### src/rtl/mul_pkg.sv
// Shared types and iteration-count helper for the radix-4 Booth multiplier.
package mul_pkg;

  typedef enum logic [1:0] {
    IDLE,
    RUN,
    DONE
  } state_t;

  typedef enum logic [2:0] {
    SEL_ZERO,
    SEL_PM,
    SEL_P2M,
    SEL_NM,
    SEL_N2M
  } booth_sel_t;

  // An unsigned-capable build needs one extra digit to consume the zero-extended top bits.
  function automatic int unsigned ITER_CALC(input int unsigned width, input bit signed_sel_en);
    return signed_sel_en ? (width / 2 + 1) : (width / 2);
  endfunction

endpackage

### src/rtl/booth_r4_encoder.sv
// Radix-4 Booth digit recoder: maps a 3-bit multiplier window to the addend
// {0, +M, +2M, -M, -2M}; negatives are returned as ~value with cin=1.
module booth_r4_encoder
  import mul_pkg::*;
#(
  parameter int WIDTH = 32
) (
  input  logic [2:0]       win,
  input  logic [WIDTH+1:0] m,
  output logic [WIDTH+1:0] addend,
  output logic             cin
);

  booth_sel_t sel;

  always_comb begin
    sel = SEL_ZERO;
    case (win)
      3'b001, 3'b010: sel = SEL_PM;
      3'b011:         sel = SEL_P2M;
      3'b100:         sel = SEL_N2M;
      3'b101, 3'b110: sel = SEL_NM;
      default:        sel = SEL_ZERO;
    endcase
  end

  always_comb begin
    addend = '0;
    cin    = 1'b0;
    case (sel)
      SEL_PM:  addend = m;
      SEL_P2M: addend = {m[WIDTH:0], 1'b0};
      SEL_NM: begin
        addend = ~m;
        cin    = 1'b1;
      end
      SEL_N2M: begin
        addend = ~{m[WIDTH:0], 1'b0};
        cin    = 1'b1;
      end
      default: addend = '0;
    endcase
  end

endmodule

### src/rtl/booth_r4_multiplier.sv
// Sequential radix-4 Booth multiplier, two multiplier bits per clock, result {HI, LO}.
// Optional MUL_UNSIGNED_SEL_EN adds an is_signed input selecting operand signedness.
module booth_r4_multiplier
  import mul_pkg::*;
#(
  parameter int WIDTH = 32
) (
  input  logic               clock,
  input  logic               clear_n,
  input  logic               start,
  input  logic [WIDTH-1:0]   multiplicand,
  input  logic [WIDTH-1:0]   multiplier,
`ifdef MUL_UNSIGNED_SEL_EN
  input  logic               is_signed,
`endif
  output logic               busy,
  output logic               done,
  output logic [2*WIDTH-1:0] out
);

`ifdef MUL_UNSIGNED_SEL_EN
  localparam bit SEL_EN = 1'b1;
`else
  localparam bit SEL_EN = 1'b0;
`endif
  localparam int ITER = int'(ITER_CALC(WIDTH, SEL_EN));
  localparam int QW   = 2 * ITER;
  localparam int PW   = (WIDTH + 2) + QW + 1;
  localparam int CW   = $clog2(ITER);

  state_t              state, state_nx;
  logic                accept, last;
  logic [WIDTH+1:0]    m_reg, m_ext;
  logic [QW-1:0]       q_ext;
  logic [PW-1:0]       p, p_next;
  logic [CW-1:0]       count;
  logic [WIDTH+1:0]    addend, sum;
  logic                cin;

`ifdef MUL_UNSIGNED_SEL_EN
  // Multiplier field is widened by two so the extra digit sees sign/zero fill, not product bits.
  always_comb begin
    m_ext = {{2{is_signed & multiplicand[WIDTH-1]}}, multiplicand};
    q_ext = {{2{is_signed & multiplier[WIDTH-1]}}, multiplier};
  end
`else
  always_comb begin
    m_ext = {{2{multiplicand[WIDTH-1]}}, multiplicand};
    q_ext = multiplier;
  end
`endif

  booth_r4_encoder #(.WIDTH(WIDTH)) u_enc (
    .win    (p[2:0]),
    .m      (m_reg),
    .addend (addend),
    .cin    (cin)
  );

  always_comb begin
    sum    = p[PW-1:QW+1] + addend + {{(WIDTH+1){1'b0}}, cin};
    p_next = {sum[WIDTH+1], sum[WIDTH+1], sum, p[QW:2]};
  end

  always_ff @(posedge clock or negedge clear_n) begin
    if (!clear_n) state <= IDLE;
    else          state <= state_nx;
  end

  always_comb begin
    state_nx = state;
    accept   = 1'b0;
    last     = 1'b0;
    busy     = 1'b0;
    done     = 1'b0;
    case (state)
      IDLE: begin
        if (start) begin
          accept   = 1'b1;
          state_nx = RUN;
        end
      end
      RUN: begin
        busy = 1'b1;
        if (count == CW'(ITER - 1)) begin
          last     = 1'b1;
          state_nx = DONE;
        end
      end
      DONE: begin
        done = 1'b1;
        if (start) begin
          accept   = 1'b1;
          state_nx = RUN;
        end else begin
          state_nx = IDLE;
        end
      end
      default: state_nx = IDLE;
    endcase
  end

  always_ff @(posedge clock or negedge clear_n) begin
    if (!clear_n) begin
      m_reg <= '0;
      p     <= '0;
      count <= '0;
      out   <= '0;
    end else if (accept) begin
      m_reg <= m_ext;
      p     <= {{(WIDTH+2){1'b0}}, q_ext, 1'b0};
      count <= '0;
    end else if (state == RUN) begin
      p     <= p_next;
      count <= count + CW'(1);
      if (last) out <= p_next[2*WIDTH:1];
    end
  end

endmodule

### config.mk
export PLATFORM = sky130hd
export DESIGN_NAME = booth_r4_multiplier
export DESIGN_NICKNAME = d
export VERILOG_FILES = /design/src/rtl/mul_pkg.sv /design/src/rtl/booth_r4_encoder.sv /design/src/rtl/booth_r4_multiplier.sv
export SDC_FILE = /design/constraint.sdc
export NUM_CORES = 1
export LEC_CHECK = 0
export CAP_MARGIN = 40
export CORE_MARGIN = 5
export CORE_UTILIZATION = 40
export CTS_BUF_LIST = sky130_fd_sc_hd__clkbuf_2
export CTS_CLUSTER_DIAMETER = 120
export DETAILED_ROUTE_END_ITERATION = 7
export DONT_BUFFER_PORTS = 1
export GPL_TIMING_DRIVEN = 0
export PLACE_DENSITY = 0.65
export SLEW_MARGIN = 10
export SYNTH_ARGS = -nofsm -noshare
export SYNTH_HDL_FRONTEND = slang
export SYNTH_SLANG_ARGS = --single-unit
### constraint.sdc
create_clock -name clock -period 3.3 [get_ports clock]
set_input_delay 0.495 -clock clock [delete_from_list [all_inputs] [get_ports clock]]
set_output_delay 0.495 -clock clock [all_outputs]
set_load 0.05 [all_outputs]
# ---- After elaboration in Yosys (flattened, before gate mapping)
# Cells that the tools add are included.
dict set report classes {
  n_shift 0
  div 0
  multipliers 0
  n_lt_le_gt_ge 0
  n_reduce_logical 8
  addsub 3
  n_bitwise 3
  n_mux 17
  eq_ne 15
}
# operator n
set ops {}
lappend ops {{$pmux W34 S4} 1}
lappend ops {{$mux W67} 2}
lappend ops {{$not A34 Y34} 2}
lappend ops {{$add A34 B1 Y34} 1}
lappend ops {{$add A34 B34 Y34} 1}
lappend ops {{$eq A3 B2 Y1 const B} 4}
lappend ops {{$eq A3 B3 Y1 const B} 4}
lappend ops {{$pmux W3 S4} 1}
lappend ops {{$mux W1} 8}
lappend ops {{$mux W4} 2}
lappend ops {{$reduce_or A2 Y1} 4}
lappend ops {{$eq A3 B1 Y1 const B} 2}
lappend ops {{$pmux W2 S3} 1}
lappend ops {{$add A4 B1 Y4 const B} 1}
lappend ops {{$eq A4 B4 Y1 const B} 1}
lappend ops {{$mux W2} 2}
lappend ops {{$ne A2 B2 Y1 const B} 2}
lappend ops {{$reduce_and A3 Y1} 1}
lappend ops {{$eq A2 B1 Y1 const B} 1}
lappend ops {{$eq A2 B2 Y1 const B} 1}
lappend ops {{$logic_not A2 Y1} 1}
lappend ops {{$reduce_and A2 Y1} 1}
lappend ops {{$reduce_bool A2 Y1} 1}
lappend ops {{$not A1 Y1} 1}
dict set report totals {
  n_memories 0
  ff_bits 169
  in_bits 67
  out_inout_bits 66
  mem_bits_rw 0
  romBits 0
  latchBits 0
}

# ---- Logic depth before layout (Yosys ltp)
# Gate-level depths: netlist (run 1).
dict set report logic_depth {
  word_depth 9
  ltp_mapped 14
  ltp_nobuf 14
}

# ---- Cells and area by module
# Synthesis (run 1) repeated with hierarchy kept, for this count alone.
dict set report unflattened {
  hier_cells 953
  hier_area_um2 9480.3
}
# mod instances seq_area_each_um2 cells_per_inst area_per_inst_um2
set by_module_without_submodules {}
lappend by_module_without_submodules {booth_r4_multiplier 1 4179.0 822 8237.9}
lappend by_module_without_submodules {booth_r4_encoder 1 0.0 131 1242.4}

# ---- Least setup slack after synthesis (run 1)
# No wires, ideal clock.
dict set report synth_path {
  kind {register to register}
  from {reg p[2]}
  to {reg out[56]}
  required_time_ps 3175
  n_path_buf 3
  setup_slack_ps 98
  setup_time_ps 125
  stages_incl_launch_ff 14
  t_arrival_ps 3077
  path_cell_list {dfrtp_1 buf_2 buf_1 xor2_1 a22oi_1 o21ai_0 ha_1 buf_2 nand4_2 or3_1 a2111o_1 nand2_1 xor2_1 mux2_2}
}
dict set report synth_between {
  elab_chain_cells 7
}
# item line
set synth_rtl {}
lappend synth_rtl {{start, declared} booth_r4_multiplier.sv:35} ;# logic [PW-1:0] p, p_next;
lappend synth_rtl {{start signal, assigned} booth_r4_multiplier.sv:111} ;# p <= {{(WIDTH+2){1'b0}}, q_ext, 1'b0};
lappend synth_rtl {{start signal, assigned} booth_r4_multiplier.sv:114} ;# p <= p_next;
lappend synth_rtl {{$eq A3 B3 Y1 (tied with other cells)} booth_r4_encoder.sv:18} ;# case (win)
lappend synth_rtl {{$reduce_or A2 Y1} booth_r4_encoder.sv:18}
lappend synth_rtl {{$pmux W3 S4 (*)} booth_r4_encoder.sv:18}
lappend synth_rtl {{$eq A3 B3 Y1 (tied with other cells)} booth_r4_encoder.sv:30} ;# case (sel)
lappend synth_rtl {{$pmux W34 S4 / $reduce_or A2 Y1 (equally long branches)} -}
lappend synth_rtl {{$add A34 B34 Y34 / $mux W1 (equally long branches)} {booth_r4_multiplier.sv:61, booth_r4_encoder.sv:30}}
lappend synth_rtl {{$add A34 B1 Y34 (*)} booth_r4_multiplier.sv:61} ;# sum = p[PW-1:QW+1] + addend + {{(WIDTH+1){1'b0}}, cin};
lappend synth_rtl {{end signal, assigned} booth_r4_multiplier.sv:116} ;# if (last) out <= p_next[2*WIDTH:1];
lappend synth_rtl {{end, declared} booth_r4_multiplier.sv:18} ;# output logic [2*WIDTH-1:0] out
# Every way passes the cells marked *; elsewhere a longest branch is shown, timed or not.
# A chain may end at the register's enable or synchronous reset.

# ---- Final worst setup path (run 1)
dict set report layout_path {
  from {reg p[0]}
  to {reg out[55]}
}
# Same word-level chain as after synthesis.

==> results of run 1 <==
repair_timing:
action                                  CTS  global route
endpoints found under the hold margin   231           167
pin swaps                                 7            42
cloned                                    0             1
endpoints found under the setup margin   44            45
setup buffers                             7            14
gates resized for setup                  44           107
routing by layer:
metal  part of all wire (%)  vias to the layer above  track usage, %  wire length [microns]
met3                    4.9                       31            4.03                   1210
met4                    1.8                        0            5.94                    450
met2                     49                      206            31.2                  12100
met1                     44                     3667            24.9                  10900
li1                       -                     3544               -                      -
met5                      0                        -               0                      0
worst max-delay path by stage:
stage,from,to,slack [ns],depth (start not counted)
after global placement,p[2]$_DFFE_PN0P_,out[59]$_DFFE_PN0P_,-0.47,13
after floorplan,p[2]$_DFFE_PN0P_,out[56]$_DFFE_PN0P_,0.1,13
after CTS,p[2]$_DFFE_PN0P_,out[58]$_DFFE_PN0P_,0.003,12
after global routing,p[2]$_DFFE_PN0P_,out[53]$_DFFE_PN0P_,-0.05,14
after detailed placement,p[2]$_DFFE_PN0P_,out[60]$_DFFE_PN0P_,-0.50,14
final,p[0]$_DFFE_PN0P_,out[55]$_DFFE_PN0P_,0.09,13
cell families after synthesis:
kind of cell	after synthesis
compound gates	249
simple gates	316
buf+inv	68
xor+xnor	63
flops	167
fa+ha+maj	35
mux	45
stage by stage:
stage                     std cells  cell area, sq um
after global routing           1349             11000
after CTS                      1334             10500
final                          1349             11000
after detailed placement       1231              9400
after global placement         1228              9370
after floorplan                 943              9010
final cells by class:
cell class / count / area share, %
Antenna cell: 1 / 0.0228
Buffer: 56 / 3.03
Clock buffer: 17 / 0.774
Clock inverter: 15 / 1.90
Inverter: 11 / 0.375
Multi-Input combinational cell: 708 / 45.0
Sequential cell: 167 / 38.0
Tap cell: 285 / 3.24
Timing Repair Buffer: 89 / 7.63
cells in the final DEF, fill, tap and decap left out, drive strengths merged, types with 2 or more instances in the layout:
master / n
nor2: 31
mux2: 45
inv: 20
dfrtp: 167
a211oi: 4
o31ai: 4
o21ai: 55
o221ai: 2
fa: 2
a22oi: 62
o211ai: 6
a22o: 28
clkinv: 6
a311o: 4
a31oi: 9
o21a: 4
and3: 4
clkbuf: 52
a31o: 6
ha: 33
a221o: 2
nor3: 6
dlygate4sd3: 64
nand2b: 4
and2: 5
buf: 46
or3: 2
nand4: 6
and4: 2
xor2: 46
a21o: 12
o21bai: 5
nor2b: 6
a21oi: 34
nand2: 239
nand3: 8
a21boi: 2
xnor2: 17
==> qor.yml, run 1 <==
status:
  status: "complete, but fails checks"
  violations: "negative hold slack"
floorplanning:
  fp.coreArea_sq_um: 22400
  start_util_pct: 40.2
  die-area_sq_um: 25600
  die-height_microns: 160
  ios: 133
  dieWidth_microns: 160
  rows: 55
final_layout:
  regArea_sq_um: 4180
  multi_input_area_sq_um: 4950
  fillCellCount: 2098
  final_nets: 1152
  syn_to_final_growth_pct: 22.0
  drive_gt1_share_pct: 19.4
  finish.utilization_pct: 49.0
  largest_reg_flops: 65
synth:
  synth-xor-area-share_pct: 6.12
  syn_area_per_cell_sq_um: 9.56
  yosysMostFrequentCell: "nand2_1"
  synth-seq-cells: 167
  synthArstFlopShare_pct: 100
  synth_compound_area_share_pct: 19.4
  synth_top_cell_by_area: "dfrtp_1"
  synth_edf_count: 0
  yosys-top-cells-area: "dfrtp_1 (46%), nand2_1 (10%), mux2_2 (5.5%)"
  synthTopCellsByCount: "nand2_1 (239), dfrtp_1 (167), a22oi_1 (62)"
  synth_top_area_share_pct: 46.4
  synth_nets: 1045
  yosysWarningCount: 0
  synth_fa_ha_area_share_pct: 5.03
  synth_top_family_by_area: "compound AO/OA/AOI/OAI gates"
  netlist_area_sq_um: 9010
  ys_types: 61
  syn-instance-count: 943
  ys_seq_area_share_pct: 46.4
  synthSimpleGateAreaFrac_pct: 14.4
  synthFlopType: "dfrtp_1"
  muxShareOfSynthArea_pct: 5.67
clock_network:
  ctsHoldBuffers: 64
  clock_sinks: 167
  cts_buffers: 17
  cts_tree: "yes"
  clock_latency_ns: 0.81
  root_buffer: "clkbuf_2"
  htree_levels: 4
  cts_buffer_depth: 2
  cts.reportedPaths.clkPinSlew_ns: 0.35
sta:
  slew_headroom_pct: 49.0
  finalCritPeriodShare_pct: 97.4
  tightest_slew_ns: 0.765
  fin_tns_setup_ns: 0
  finalClockSkew_ns: 0.0510
  rsz0062_at_grt: "true"
  max_freq_mhz: 311
  fin_crit_ns: 3.21
  timing.final.ws_setup_ns: 0.0868
  setup_viol: 0
  hold_viol: 167
  holdWs_ns: -0.716
  finalMaxSlewViolations: 0
global_routing:
  antenna_found_initial: 1
  grt_max_degree: 168
  overflow: 0
  grt_pass1_wl_microns: 39600
  grt_pass1_vias: 7491
  track_usage_pct: 18.9
worst_setup_path:
  rr_worst_depth: 13
  r2r_end: "out[55]$_DFFE_PN0P_"
  startpoint_type: "register"
  crit_type: "register to register"
  crit_buf_inv: 2
  reg2reg_from: "p[0]$_DFFE_PN0P_"
  cp.arrival_ns: 3.98
  crit_fanout: 5
  crit_chain: "xor2_4, buf_6, a22oi_1, o21ai_1, ha_2, o21ai_2, o21ai_2, nand4_1, a211oi_4, buf_6, a31oi_1, xnor2_1, mux2_2"
  r2r_setup_slack_ns: 0.09
  cp_top_family: "compound AO/OA/AOI/OAI gates"
  slowest_delay_ns: 0.54
  cp_slowest_cell: "dfrtp_2"
  required_ns: 4.07
  critPathCaptureType: "register"
placement:
  dpl.hpwl_microns: 17100
  port_buffers: 0
  dp_slack_ns: -0.503
  gp_congestion: 0.871
route:
  drc: 0
  drtAntennaViolNets: 0
  drt_first_pass_iters: 5
  avgViaCountPerCell: 5.52
  num_vias: 7448
  routedWlPerCell_microns: 18.3
  drt_iter0_drc: 603
  wirelength_microns: 24600
job:
  cap_violations: 0
min_path:
  hold_class: "input port to async pin"
Power of run 1 is left out: the tool's default activity adds up to more than one toggle a clock period on the data nets, which glitch-free logic cannot reach.
==> inputs of run 2 (changes only) <==
Settings changed: CAP_MARGIN 40 to not set.
==> qor.yml, run 2 (synthesis results as in run 1) <==
status:
  status: "complete, but fails checks"  # unchanged
  violations: "negative hold slack, negative setup slack"  # was negative hold slack
worst_setup_path:
  cp.arrival_ns: 4.03  # was 3.98 ns
  reg2reg_from: "p[2]$_DFFE_PN0P_"  # was p[0]$_DFFE_PN0P_
  cp_slowest_cell: "dfrtp_2"  # unchanged
  crit_chain: "buf_4, buf_8, o21ai_1, a21oi_2, fa_2, inv_1, fa_2, nand2b_4, a21oi_4, a41oi_4, o221ai_4, buf_6, a31oi_4, xnor2_2, mux2_2"  # was xor2_4, buf_6, a22oi_1, o21ai_1, ha_2, o21ai_2, o21ai_2, nand4_1, a211oi_4, buf_6, a31oi_1, xnor2_1, mux2_2
  crit_type: "register to register"  # unchanged
  crit_path_frequent_cell: "fa_2"
  slowest_delay_ns: 0.48  # was 0.54 ns
  cp_top_family: "compound AO/OA/AOI/OAI gates"  # unchanged
  critPathLaunch: "p[2]$_DFFE_PN0P_"  # was p[0]$_DFFE_PN0P_
  startpoint_type: "register"  # unchanged
  required_ns: 4.02  # was 4.07 ns
  crit_fanout: 10  # was 5
  critPathCaptureType: "register"  # unchanged
  crit_buf_inv: 4  # was 2
sta:
  hold_viol: 167  # unchanged
  timing.final.ws_setup_ns: -0.0116  # was 0.0868 ns
  fin_crit_ns: 3.31  # was 3.21 ns
  slew_headroom_pct: 28.4  # was 49.0%
  setup_viol: 1  # was 0
  finalClockSkew_ns: 0.0440  # was 0.0510 ns
  rsz0062_at_grt: "true"  # unchanged
  finalCritPeriodShare_pct: 100  # was 97.4%
  max_freq_mhz: 302  # was 311 MHz
  holdWs_ns: -0.710  # was -0.716 ns
  tightest_slew_ns: 1.07  # was 0.765 ns
  finalMaxSlewViolations: 0  # unchanged
final_layout:
  final_common_cell: "nand2_1"  # unchanged
  final_nets: 1154  # was 1152
  multi_input_area_sq_um: 4950  # about the same
  drive_gt1_share_pct: 19.8  # was 19.4%
  largest_reg_flops: 65  # unchanged
  finish.utilization_pct: 49.1  # was 49.0%
  syn_to_final_growth_pct: 22.1  # was 22.0%
  fillCellCount: 2091  # was 2098
  regArea_sq_um: 4180  # unchanged
  layout_common_cells: "nand2_1 (230), dfrtp_1 (163), dlygate4sd3_1 (64), a22oi_1 (62)"  # was nand2_1 (233), dfrtp_1 (163), dlygate4sd3_1 (64), a22oi_1 (62), mux2_2 (44)
global_routing:
  grt_pass1_vias: 7326  # was 7491
  grt_pass1_wl_microns: 39600  # about the same
  grt_max_degree: 168  # unchanged
  antenna_found_initial: 1  # unchanged
  track_usage_pct: 18.9  # about the same
  overflow: 0  # unchanged
floorplanning:
  ios: 133  # unchanged
  dieWidth_microns: 160  # unchanged
  rows: 55  # unchanged
  start_util_pct: 40.2  # unchanged
  die-height_microns: 160  # unchanged
  die-area_sq_um: 25600  # unchanged
  fp.coreArea_sq_um: 22400  # unchanged
clock_network:
  root_buffer: "clkbuf_2"  # unchanged
  htree_levels: 4  # unchanged
  cts_buffer_depth: 2  # unchanged
  cts_buffers: 17  # unchanged
  cts.reportedPaths.clkPinSlew_ns: 0.34  # was 0.35 ns
  cts_tree: "yes"  # unchanged
  ctsHoldBuffers: 64  # unchanged
  clock_sinks: 167  # unchanged
  clock_latency_ns: 0.81  # about the same
route:
  drtAntennaViolNets: 0  # unchanged
  drt_first_pass_iters: 5  # unchanged
  drc: 0  # unchanged
  num_vias: 7509  # was 7448
  avgViaCountPerCell: 5.55  # was 5.52
  routedWlPerCell_microns: 18.4  # was 18.3 microns
  drt_iter0_drc: 708  # was 603
  wirelength_microns: 24900  # was 24600 microns
placement:
  dpl.hpwl_microns: 17100  # about the same
  port_buffers: 0  # unchanged
  gp_congestion: 0.871  # unchanged
min_path:
  hold_class: "input port to async pin"  # unchanged
job:
  cap_violations: 0  # unchanged
## run 2: cell types whose count changed in the layout (fill, tap and decap cells not counted), sizes merged
cell,delta
clkinv,+2
diode,+2
inv,-2
clkbuf,-3
buf,+5
## run 2: final timing paths
check / cells after the start / slack (ns) / to
worst max-delay path: 15 / -0.01 / out[62]$_DFFE_PN0P_
worst min-delay path: 0 / -0.71 / out[17]$_DFFE_PN0P_
worst max register to register: 15 / -0.01 / out[62]$_DFFE_PN0P_
worst min register to register: 2 / 0.52 / out[24]$_DFFE_PN0P_
max in group asynchronous: 0 / 3.72 / m_reg[0]$_DFFE_PN0P_
min in group clock: 3 / 0.32 / p[22]$_DFFE_PN0P_
## run 2: per-stage QoR
stage	cell area (sq um)	worst slack (ns)	instances	setup TNS [ns]
2_1_floorplan	9010	0.0980	943	0
3_3_place_gp	9370	-0.474	1228	-10.16
3_5_place_dp	9370	-0.476	1228	-11.30
4_1_cts	10500	-0.0302	1327	-0.0752
5_1_grt	11000	-0.107	1352	-0.844
6_report	11000	-0.0116	1353	-0.0116
## run 2: repair_timing
action                                  4_1_cts  5_1_grt
buffers inserted                              3       23
endpoints found under the hold margin       231      167
pin swaps                                     6       36
gates resized for setup                      44      119
endpoints found under the setup margin       42       44
## run 2: worst reg2reg max path, cell delays in order, from the launching register on
cell	delay, ns
dfrtp_2	0.48
buf_4	0.13
buf_8	0.12
o21ai_1	0.10
a21oi_2	0.16
fa_2	0.26
inv_1	0.07
fa_2	0.37
nand2b_4	0.17
a21oi_4	0.20
a41oi_4	0.15
o221ai_4	0.33
buf_6	0.16
a31oi_4	0.09
xnor2_2	0.18
mux2_2	0.27
## run 2: routing by layer
| metal | vias up | share of wire, % | wire length [microns] | track usage, % |
|---|---|---|---|---|
| met3 | 25 | 5.7 | 1410 | 4.15 |
| met2 | 219 | 49 | 12200 | 31.2 |
| met5 | - | 0 | 0 | 0 |
| met1 | 3719 | 44 | 10900 | 25.2 |
| met4 | 0 | 1.4 | 358 | 5.16 |
| li1 | 3546 | - | - | - |
## run 2: cell type report
type,instances,area share (%)
multi-input combinational,708,45.0
antenna,3,0.0682
buffer,57,3.00
clock inverter,15,1.81
sequential,167,38.0
timing repair buffer,90,7.74
tap,285,3.24
inverter,11,0.375
clock buffer,17,0.773
Power of run 2 is left out for the same reason.
==> inputs of run 3 (changes only) <==
Settings changed: CTS_CLUSTER_DIAMETER 120 to not set, SKIP_LAST_GASP set to 1.
==> qor.yml, run 3 (synthesis results as in run 1) <==
global_routing:
  antenna_found_initial: 1  # unchanged
  grt_max_degree: 168  # unchanged
  overflow: 0  # unchanged
  track_usage_pct: 18.9  # about the same
  grt_pass1_wl_microns: 39600  # about the same
  grt_pass1_vias: 7328  # was 7326
final_layout:
  final_nets: 1151  # was 1154
  final_cells: 1349  # was 1353
  layout_common_cells: "nand2_1 (236), dfrtp_1 (163), dlygate4sd3_1 (64), a22oi_1 (62), mux2_2 (44)"  # was nand2_1 (230), dfrtp_1 (163), dlygate4sd3_1 (64), a22oi_1 (62)
  largest_reg_flops: 65  # unchanged
  drive_gt1_share_pct: 18.8  # was 19.8%
  final_common_cell: "nand2_1"  # unchanged
  fillCellCount: 2081  # was 2091
  syn_to_final_growth_pct: 21.8  # was 22.1%
floorplanning:
  ios: 133  # unchanged
  die-area_sq_um: 25600  # unchanged
  die-height_microns: 160  # unchanged
  dieWidth_microns: 160  # unchanged
  start_util_pct: 40.2  # unchanged
  fp.coreArea_sq_um: 22400  # unchanged
  rows: 55  # unchanged
placement:
  port_buffers: 0  # unchanged
  dpl.cell_count: 1228  # unchanged
  gp_congestion: 0.871  # unchanged
  dpl.hpwl_microns: 17100  # unchanged
status:
  status: "complete, but fails checks"  # unchanged
  violations: "negative hold slack"  # was negative hold slack, negative setup slack
clock_network:
  cts_buffers: 17  # unchanged
  clock_latency_ns: 0.80  # was 0.81 ns
  clock_sinks: 167  # unchanged
  ctsHoldBuffers: 64  # unchanged
  htree_levels: 4  # unchanged
  cts_tree: "yes"  # unchanged
  cts.reportedPaths.clkPinSlew_ns: 0.33  # was 0.34 ns
  root_buffer: "clkbuf_2"  # unchanged
  cts_buffer_depth: 2  # unchanged
sta:
  setup_viol: 0  # was 1
  tightest_slew_ns: 1.07  # about the same
  finalClockSkew_ns: 0.0419  # was 0.0440 ns
  holdWs_ns: -0.694  # was -0.710 ns
  fin_crit_ns: 3.27  # was 3.31 ns
  max_freq_mhz: 306  # was 302 MHz
  hold_viol: 167  # unchanged
  finalMaxSlewViolations: 0  # unchanged
  rsz0062_at_grt: "true"  # unchanged
  slew_headroom_pct: 28.5  # was 28.4%
  fin_tns_setup_ns: 0  # was -0.0116 ns
  finalCritPeriodShare_pct: 99.2  # was 100%
min_path:
  hold_class: "input port to async pin"  # unchanged
worst_setup_path:
  critPathCaptureType: "register"  # unchanged
  reg2reg_from: "p[2]$_DFFE_PN0P_"  # unchanged
  r2r_end: "out[55]$_DFFE_PN0P_"  # was out[62]$_DFFE_PN0P_
  startpoint_type: "register"  # unchanged
  rr_worst_depth: 13  # was 15
  crit_fanout: 9  # was 10
  cp.arrival_ns: 3.98  # was 4.03 ns
  r2r_setup_slack_ns: 0.03  # was -0.01 ns
  crit_type: "register to register"  # unchanged
  required_ns: 4.01  # was 4.02 ns
route:
  drtAntennaViolNets: 0  # unchanged
  drt_iter0_drc: 628  # was 708
  avgViaCountPerCell: 5.57  # was 5.55
  num_vias: 7508  # was 7509
  routedWlPerCell_microns: 18.5  # was 18.4 microns
  wirelength_microns: 24900  # about the same
  drc: 0  # unchanged
  drt_first_pass_iters: 7  # was 5
job:
  cap_violations: 0  # unchanged
==> run 3: cell types whose count changed in the layout (fill, tap and decap cells not counted), sizes merged <==
| cell | before | now |
|---|---|---|
| diode | 3 | 2 |
| clkbuf | 49 | 52 |
| buf | 51 | 45 |
==> run 3: worst max-delay path by stage <==
stage / from / end / slack, ns / depth (start not counted)
after global routing: p[2]$_DFFE_PN0P_ / out[58]$_DFFE_PN0P_ / -0.1 / 14
after global placement: p[2]$_DFFE_PN0P_ / out[59]$_DFFE_PN0P_ / -0.47 / 13
after floorplan: p[2]$_DFFE_PN0P_ / out[56]$_DFFE_PN0P_ / 0.1 / 13
after detailed placement: p[2]$_DFFE_PN0P_ / out[61]$_DFFE_PN0P_ / -0.48 / 13
final: p[2]$_DFFE_PN0P_ / out[55]$_DFFE_PN0P_ / 0.03 / 13
after CTS: p[2]$_DFFE_PN0P_ / out[59]$_DFFE_PN0P_ / -0.03 / 12
==> run 3: timing repair <==
action                                  in CTS  in global routing
cloned                                       0                  1
buffers inserted                             3                 19
endpoints found under the hold margin      231                167
endpoints found under the setup margin      42                 44
gates resized for setup                     41                112
pin swaps                                    6                 33
==> run 3: per-stage QoR <==
stage	util (%)	area, sq um	worst slack [ns]
2_1_floorplan	-	9010	0.0980
3_3_place_gp	41.8	9370	-0.474
3_5_place_dp	41.8	9370	-0.476
4_1_cts	46.6	10500	-0.0318
5_1_grt	48.9	11000	-0.0973
6_report	48.9	11000	0.0277
==> run 3: layout make-up <==
class / count / area (sq um) / share of cell area, %
antenna: 2 / 5.00 / 0.0456
tap: 285 / 357 / 3.25
clock inverter: 15 / 199 / 1.81
multi-input combinational: 708 / 4920 / 44.8
timing repair buffer: 87 / 838 / 7.64
inverter: 11 / 41.3 / 0.376
clock buffer: 17 / 85.1 / 0.775
buffer: 57 / 343 / 3.12
sequential: 167 / 4180 / 38.1
==> run 3: worst max-delay path: stages (launching register included) <==
cell and delay (ns):
dfrtp_2 0.51, buf_12 0.17, buf_4 0.13, xor2_1 0.15
a22oi_1 0.15, o21ai_1 0.10, ha_2 0.39, o21ai_2 0.10
o21ai_2 0.21, nand4_1 0.24, a211oi_4 0.40, a31oi_1 0.16
xnor2_1 0.19, mux2_2 0.28
==> run 3: per-layer routing <==
metal / share of wire (%) / global-route usage, %
met1: 44 / 25.1
met2: 49 / 31.2
met3: 5.4 / 4.15
met4: 1.8 / 5.16
met5: 0 / 0
Power of run 3 is left out for the same reason.
==> variant: new RTL, flow settings as in run 3 <==
`WIDTH` is set to 32 in 2 places; all go to 64.
--- a/src/rtl/booth_r4_encoder.sv
+++ b/src/rtl/booth_r4_encoder.sv
@@ -4,5 +4,5 @@
   import mul_pkg::*;
 #(
-  parameter int WIDTH = 32
+  parameter int WIDTH = 64
 ) (
   input  logic [2:0]       win,
--- a/src/rtl/booth_r4_multiplier.sv
+++ b/src/rtl/booth_r4_multiplier.sv
@@ -4,5 +4,5 @@
   import mul_pkg::*;
 #(
-  parameter int WIDTH = 32
+  parameter int WIDTH = 64
 ) (
   input  logic               clock,
Ports: changed (resized multiplicand, multiplier and out); port bits go from 133 to 261. The function was not compared with the original's and may differ.
==> variant against run 3 <==
  * The flow finishes with violations (hold timing, setup timing)
  * Routed wire length up 140%
  * Largest cell class unchanged
  * Sequential cell count up 161
  * Global-route usage up 4.7 points
  * Clock skew up 26 ps
  * Setup slack worse by 950 ps
  * Design area up 110%
  * First-iteration DRC count up 73%
  * Area after synthesis up 99%
Power is not shown: default switching activity piles up to over one toggle a cycle in this logic, so the estimate is an artifact.
==> variant: results (changes against run 3) <==
[layout]
diodes=5  ; +3

[grt]
grt_pass1_vias=17357  ; +140%
grt.met1_usage_pct=29.71  ; +4.6 points
gr-usage-met2_pct=38.53  ; +7.3 points
grt_max_degree=329  ; +96%
grt_pass1_wl_um=94640  ; +140%
track_usage_pct=23.59  ; +4.7 points
grt_antenna_before_repair=8  ; +7

[clock_tree]
cts.hold.buffers_added=138  ; +120%
htreeDepth=3  ; -1
cts_buffer_depth=3  ; +1
clkLatencyLatePin_ps=1070  ; +270 ps

[setup_path]
cp-startpoint=p[0]$_DFFE_PN0P_
arrival_ps=5100  ; +1120 ps
cp_max_fo=5  ; -4
r2r_cells=15  ; +2

[yosys]
synthXorXnorAreaFrac_pct=5.627  ; -0.50 points
synth_compound_area_share_pct=20.14  ; +0.77 points
synth_adder_area_share_pct=4.837  ; -0.19 points
yosys-top-cells-count=nand2_1 (686), dfrtp_1 (328), o21ai_0 (211)
synthDistinctLibCells=67  ; +9.8%

[outcome]
status=finished with violations
violations=hold timing, setup timing

[timing]
fin_ws_ps=-921.5  ; -949.2 ps
hold_slack_ps=-850.1  ; -156.2 ps
setup_viol=102  ; +102
finalHoldViolations=328  ; +96%

[routing]
totalWireLength_um=60150  ; +140%
routed.top_layer=met5

[placed_design]
place_area_sq_mm=0.01876  ; +100%

variant: cell count changes in the layout (fill, tap and decap cells not counted), sizes merged, moves of 23 or more:
cell / change
a21oi: +34
a22o: -23
a31oi: +65
buf: +63
clkbuf: +173
dfrtp: +161
dlygate4sd3: +74
ha: +33
mux2: -45
nand2: +448
nor2: +68
o21ai: +160
xor2: +41
variant: what timing repair did:
item                                   4_1_cts  5_1_grt
setup endpoints to repair                  182      117
cloned                                       1        1
setup buffers                               59       36
endpoints found under the hold margin      456      328
pin swaps                                   62       56
gates resized for setup                    172      106
variant: through the flow:
| step | hold WS, ps | utilization, % | TNS, ps |
|---|---|---|---|
| 6_report | -850.1 | 51.20 | -58400 |
| 5_1_grt | -983.7 | 51.20 | -74360 |
| 4_1_cts | -980.3 | 49.96 | -49920 |
| 3_5_place_dp | 219.9 | 42.42 | -136140 |
| 3_3_place_gp | 220.4 | 42.42 | -133840 |
| 2_1_floorplan | 199.4 | - | -6492 |
